$ cat config.mk
export PLATFORM = sky130hd
export DESIGN_NAME = am_insert_fsm_flat
export DESIGN_NICKNAME = d
export VERILOG_FILES = /design/src/rtl/am_insert_if.sv /design/src/rtl/am_insert_fsm.sv /design/src/flat_wrapper.sv
export SDC_FILE = /design/constraint.sdc
export NUM_CORES = 1
export LEC_CHECK = 0
export ABC_CLOCK_PERIOD_IN_PS = 2590
export CAP_MARGIN = 10
export CORE_ASPECT_RATIO = 1.25
export CORE_MARGIN = 5
export CORE_UTILIZATION = 41
export CTS_CLUSTER_SIZE = 10
export DETAILED_ROUTE_END_ITERATION = 7
export GPL_ROUTABILITY_DRIVEN = 0
export PLACE_DENSITY = 0.93
export SYNTH_ARGS = -nofsm -noshare
export SYNTH_HDL_FRONTEND = slang
export SYNTH_SLANG_ARGS = --single-unit
$ cat constraint.sdc
create_clock -name i_clock -period 2.59 [get_ports i_clock]
set_input_delay 0.259 -clock i_clock [delete_from_list [all_inputs] [get_ports i_clock]]
set_output_delay 0.259 -clock i_clock [all_outputs]
set_load 0.02 [all_outputs]
$ cat src/rtl/am_insert_if.sv
// Block-stream interface between upstream PCS logic and the AM inserter.
// The master drives blocks and strobes; the slave returns the merged stream, stall and table address.
interface am_insert_if #(
    parameter int NB_BLOCK = 66,
    parameter int NB_LANE  = 5
);
    logic                i_enable;
    logic                i_force_am;
    logic [NB_BLOCK-1:0] i_data;
    logic [NB_BLOCK-1:0] i_am_block;
    logic [NB_BLOCK-1:0] o_data;
    logic                o_valid;
    logic                o_am_flag;
    logic                o_period_start;
    logic                o_stall;
    logic [NB_LANE-1:0]  o_am_lane_index;

    modport master (
        output i_enable, i_force_am, i_data, i_am_block,
        input  o_data, o_valid, o_am_flag, o_period_start, o_stall, o_am_lane_index
    );

    modport slave (
        input  i_enable, i_force_am, i_data, i_am_block,
        output o_data, o_valid, o_am_flag, o_period_start, o_stall, o_am_lane_index
    );
endinterface

$ cat src/rtl/am_insert_fsm.sv
// Alignment-marker inserter: emits one AM block per PCS lane every AM period,
// stalling upstream during the burst so no data block is lost.
module am_insert_fsm #(
    parameter int N_LANES   = 20,
    parameter int AM_PERIOD = 16384,
    parameter int NB_BLOCK  = 66,
    parameter int NB_COUNT  = $clog2(N_LANES * AM_PERIOD),
    parameter int NB_LANE   = $clog2(N_LANES)
) (
    input logic         i_clock,
    input logic         i_reset,
    am_insert_if.slave  bus
);
    localparam logic [2:0] INIT   = 3'b001;
    localparam logic [2:0] INSERT = 3'b010;
    localparam logic [2:0] DATA   = 3'b100;

    localparam logic [NB_LANE-1:0]  LAST_LANE = NB_LANE'(N_LANES - 1);
    localparam logic [NB_COUNT-1:0] LAST_BLK  = NB_COUNT'(N_LANES * (AM_PERIOD - 1) - 1);

    logic [2:0]          state_reg, state_next;
    logic [NB_LANE-1:0]  lane_cnt_reg, lane_cnt_next;
    logic [NB_COUNT-1:0] blk_cnt_reg, blk_cnt_next;
    logic [NB_BLOCK-1:0] data_reg, data_next;
    logic                valid_reg, valid_next;
    logic                am_flag_reg, am_flag_next;
    logic                period_start_reg, period_start_next;
    logic                stall;
    logic [NB_LANE-1:0]  lane_index;

    // State register; FSM and counters only advance on enabled cycles.
    always_ff @(posedge i_clock) begin
        if (i_reset) begin
            state_reg        <= INIT;
            lane_cnt_reg     <= '0;
            blk_cnt_reg      <= '0;
            data_reg         <= '0;
            valid_reg        <= 1'b0;
            am_flag_reg      <= 1'b0;
            period_start_reg <= 1'b0;
        end else begin
            if (bus.i_enable) begin
                state_reg    <= state_next;
                lane_cnt_reg <= lane_cnt_next;
                blk_cnt_reg  <= blk_cnt_next;
            end
            data_reg         <= data_next;
            valid_reg        <= valid_next;
            am_flag_reg      <= am_flag_next;
            period_start_reg <= period_start_next;
        end
    end

    // Next-state logic. A forced AM in DATA and the natural period end both
    // lead to a single burst; a force during INSERT is ignored.
    always_comb begin
        state_next    = state_reg;
        lane_cnt_next = lane_cnt_reg;
        blk_cnt_next  = blk_cnt_reg;
        case (state_reg)
            INIT: begin
                state_next    = INSERT;
                lane_cnt_next = '0;
            end
            INSERT: begin
                if (lane_cnt_reg == LAST_LANE) begin
                    state_next    = DATA;
                    lane_cnt_next = '0;
                    blk_cnt_next  = '0;
                end else begin
                    lane_cnt_next = lane_cnt_reg + NB_LANE'(1);
                end
            end
            DATA: begin
                if (bus.i_force_am || blk_cnt_reg == LAST_BLK) begin
                    state_next   = INSERT;
                    blk_cnt_next = '0;
                end else begin
                    blk_cnt_next = blk_cnt_reg + NB_COUNT'(1);
                end
            end
            default: begin
                state_next    = INIT;
                lane_cnt_next = '0;
                blk_cnt_next  = '0;
            end
        endcase
    end

    // Output logic: stall/table address from state only, registered outputs
    // loaded only on enabled cycles (o_data holds otherwise).
    always_comb begin
        stall             = 1'b1;
        lane_index        = '0;
        data_next         = data_reg;
        valid_next        = 1'b0;
        am_flag_next      = 1'b0;
        period_start_next = 1'b0;
        case (state_reg)
            INSERT: begin
                lane_index = lane_cnt_reg;
                if (bus.i_enable) begin
                    data_next         = bus.i_am_block;
                    valid_next        = 1'b1;
                    am_flag_next      = 1'b1;
                    period_start_next = (lane_cnt_reg == '0);
                end
            end
            DATA: begin
                stall = 1'b0;
                if (bus.i_enable) begin
                    data_next  = bus.i_data;
                    valid_next = 1'b1;
                end
            end
            default: ;
        endcase
    end

    assign bus.o_data          = data_reg;
    assign bus.o_valid         = valid_reg;
    assign bus.o_am_flag       = am_flag_reg;
    assign bus.o_period_start  = period_start_reg;
    assign bus.o_stall         = stall;
    assign bus.o_am_lane_index = lane_index;

endmodule

$ cat src/flat_wrapper.sv
// flat-port wrapper written by rule: the top's interface ports become plain ports
module am_insert_fsm_flat 
#(
    parameter int N_LANES   = 20,
    parameter int AM_PERIOD = 16384,
    parameter int NB_BLOCK  = 66,
    parameter int NB_COUNT  = $clog2(N_LANES * AM_PERIOD),
    parameter int NB_LANE   = $clog2(N_LANES)
)
  (i_clock, i_reset, bus_i_enable, bus_i_force_am, bus_i_data, bus_i_am_block, bus_o_data, bus_o_valid, bus_o_am_flag, bus_o_period_start, bus_o_stall, bus_o_am_lane_index);
  am_insert_if #(.NB_BLOCK(NB_BLOCK), .NB_LANE(NB_LANE)) bus_i ();
  input logic i_clock;
  input logic i_reset;
  input wire logic [$bits(bus_i.i_enable)-1:0] bus_i_enable;
  input wire logic [$bits(bus_i.i_force_am)-1:0] bus_i_force_am;
  input wire logic [$bits(bus_i.i_data)-1:0] bus_i_data;
  input wire logic [$bits(bus_i.i_am_block)-1:0] bus_i_am_block;
  output wire logic [$bits(bus_i.o_data)-1:0] bus_o_data;
  output wire logic [$bits(bus_i.o_valid)-1:0] bus_o_valid;
  output wire logic [$bits(bus_i.o_am_flag)-1:0] bus_o_am_flag;
  output wire logic [$bits(bus_i.o_period_start)-1:0] bus_o_period_start;
  output wire logic [$bits(bus_i.o_stall)-1:0] bus_o_stall;
  output wire logic [$bits(bus_i.o_am_lane_index)-1:0] bus_o_am_lane_index;
  assign bus_i.i_enable = bus_i_enable;
  assign bus_i.i_force_am = bus_i_force_am;
  assign bus_i.i_data = bus_i_data;
  assign bus_i.i_am_block = bus_i_am_block;
  assign bus_o_data = bus_i.o_data;
  assign bus_o_valid = bus_i.o_valid;
  assign bus_o_am_flag = bus_i.o_am_flag;
  assign bus_o_period_start = bus_i.o_period_start;
  assign bus_o_stall = bus_i.o_stall;
  assign bus_o_am_lane_index = bus_i.o_am_lane_index;
  am_insert_fsm #(.N_LANES(N_LANES), .AM_PERIOD(AM_PERIOD), .NB_BLOCK(NB_BLOCK), .NB_COUNT(NB_COUNT), .NB_LANE(NB_LANE)) u_core (.i_clock(i_clock), .i_reset(i_reset), .bus(bus_i));
endmodule
==> reports/qor.yml <==
worst_setup_path:
  start_kind: "flop"
  crit_path_end_kind: "output port"
  required_ns: 2.33
  worstSetupPathType: "reg -> out"
  cp_max_fo: 7
  arrival_ns: 2.07
drt:
  drc: 0
  wl_per_cell_um: 16.8
  dr.pass1.iters: 4
  ant_nets: 0
  drt-initial-drc-count: 274
  vias: 4740
  vias_per_cell: 5.44
  totalWireLength_um: 14600
cts:
  cts_max_level: 3
  hold_buffers: 0
  clk_latency_ns: 0.34
  clock-sinks: 96
  clock_path_buffers: 2
  cts-resized-gates: 0
  post-cts-setup-buffers: 0
  numCtsBuffers: 9
  clk_pin_slew_ns: 0.06
  root_buffer: "clkbuf_16"
  tritoncts: "done"
layout:
  nNetsFinal: 875
  antenna_cells: 0
  fill_cells: 813
  areaGrowthSynthToFinish_pct: 57.9
  drive_gt1_share_pct: 4.59
  final_cells: 872
  largest_reg_flops: 66
global_routing:
  grt_pass1_wl_um: 23100
  grtUsageTotal_pct: 22.2
  antenna_found_initial: 0
  overflow: 0
  grt_start_max_net_pins: 74
  grt_pass1_vias: 4809
floorplan:
  dieArea_um2: 12800
  die_height_um: 125
  num_io_pins: 211
  start_util_pct: 41.5
  core-area_um2: 10500
  rows: 42
  die_x_um: 102
sta:
  slew_headroom_pct: 50.8
  period_minus_slack_ns: 2.33
  setup_viol: 0
  fin_skew_ns: 0.00686
  rsz0062_at_grt: "false"
  hold_violations: 0
  hold_ws_ns: 0.380
  worst_pin_slew_ns: 0.737
  fmax_ghz: 0.430
  final_max_slew_viol_count: 0
  fin_tns_setup_ns: 0
  final.period_utilization_pct: 89.8
logic_synthesis:
  synth.distinct_cells: 44
  postSynthAreaPerCell_um2: 7.90
  synth-seq-cells: 96
  synthCells: 549
  synth_edf_count: 0
  yosysSeqAreaShare_pct: 44.3
  ys.flop_type: "dfxtp_1"
  synth_fp_nets: 688
  async_flop_share_pct: 0
  netlist_area_um2: 4340
  ys_warn_count: 0
run:
  drv_cap: 0
status:
  run_status: "finished clean"
pwr:
  p_per_area_nw_per_um2: 512
  p_leak_nw: 2.35
  power_mw: 3.50
  peakVddDrop_mv: 0.296
hold_path:
  min_path_type: "in -> reg"
placement:
  place_inst: 857
  dp_hpwl_um: 10900
  port_buffers: 210
[layout make-up]
class                   count  area (µm²)  area share [%]
clock buffers              10         239            3.49
multi-input cells         404        2200            32.1
flip-flops and latches     96        1920            28.1
well taps                 132         165            2.41
inverters                   7        26.3           0.384
clock inverters             5         105            1.53
repair buffers            218        2190            32.0
[worst max-delay path: stages (launching register included)]
cell and delay, ns:
dfxtp_1 0.43, or3b_1 0.52, nor2_1 0.15, clkdlybuf4s50_1 0.63
[stage by stage]
stage / util (%) / setup WS [ns] / area (µm²)
4_1_cts: 65.5 / 0.247 / 6850
3_5_place_dp: 62.2 / 0.491 / 6510
2_1_floorplan: - / 0.776 / 4340
3_3_place_gp: 62.2 / 0.574 / 6510
6_report: 65.5 / 0.265 / 6850
5_1_grt: 65.5 / 0.167 / 6850
[cell usage after synthesis, drive strengths merged (2+ instances only)]
library cell | instances | share of area, %
nand2 | 149 | 13
dfxtp | 96 | 44
nor2 | 90 | 7.8
a311oi | 67 | 14
clkbuf | 22 | 1.9
buf | 20 | 2.5
a21oi | 11 | 1.5
nand3 | 11 | 1.3
inv | 7 | 0.61
xnor2 | 7 | 1.4
xor2 | 7 | 1.4
nand4 | 6 | 0.87
nor3 | 6 | 0.69
nor4 | 6 | 0.87
o21ai | 6 | 0.69
a31oi | 4 | 0.58
nand2b | 4 | 0.58
and2 | 3 | 0.43
and3 | 3 | 0.43
ha | 3 | 0.87
nand4b | 3 | 0.61
o21bai | 2 | 0.43
or2 | 2 | 0.29
[path summary, 6_finish.rpt]
path                          from                endpoint  slack (ns)  cells after the start
min reg2reg  u_core.blk_cnt_reg[1]   u_core.blk_cnt_reg[1]        0.48                      2
min                        i_reset   u_core.blk_cnt_reg[0]        0.38                      2
max reg2reg  u_core.blk_cnt_reg[2]  u_core.blk_cnt_reg[10]        0.46                      5
max            u_core.state_reg[1]  bus_o_am_lane_index[0]        0.26                      3
[layout by cell type (no fill, tap or decap), types with 2 or more instances in the layout]
cell type | Yosys | layout
xnor2_1 | 7 | 7
nor2_1 | 90 | 90
bufinv_16 | 0 | 3
and2_1 | 3 | 3
or2_2 | 2 | 2
nand4b_1 | 3 | 3
buf_4 | 4 | 5
o21ai_0 | 5 | 5
nor3_1 | 6 | 6
clkinvlp_4 | 0 | 2
xor2_1 | 7 | 7
inv_1 | 6 | 6
clkdlybuf4s50_1 | 0 | 209
nand4_1 | 6 | 6
clkbuf_16 | 0 | 9
nand2_1 | 149 | 149
a311oi_1 | 66 | 66
ha_1 | 3 | 3
a31oi_1 | 4 | 4
nand2b_1 | 4 | 4
buf_12 | 0 | 3
dfxtp_1 | 96 | 96
nor4_1 | 6 | 6
a21oi_1 | 10 | 10
nand3_1 | 11 | 11
and3_1 | 3 | 3
[report_power, final]
part	internal, mW	switching [mW]	leakage (nW)
Sequential	1.51	0.0216	0.776
Clock	0.964	0.538	0.161
Combinational	0.281	0.189	1.41
Total	2.76	0.749	2.35
[layer usage]
metal / wire (µm) / GRT usage, %
met5: 0 / 0
met4: 453 / 11.0
met3: 1320 / 4.35
met2: 7570 / 39.5
met1: 5310 / 24.6
[cell families (layout without fill, tap and decap cells)]
logic type / count (synthesis) / in the layout / share of synthesized area [%]
compound gates: 95 / 95 / 18.2
fa+ha+maj: 3 / 3 / 0.865
buf+inv: 49 / 240 / 5.02
xor+xnor: 14 / 14 / 2.83
simple gates: 292 / 292 / 28.8
flops: 96 / 96 / 44.3
Power figures use the tool's default switching activity.
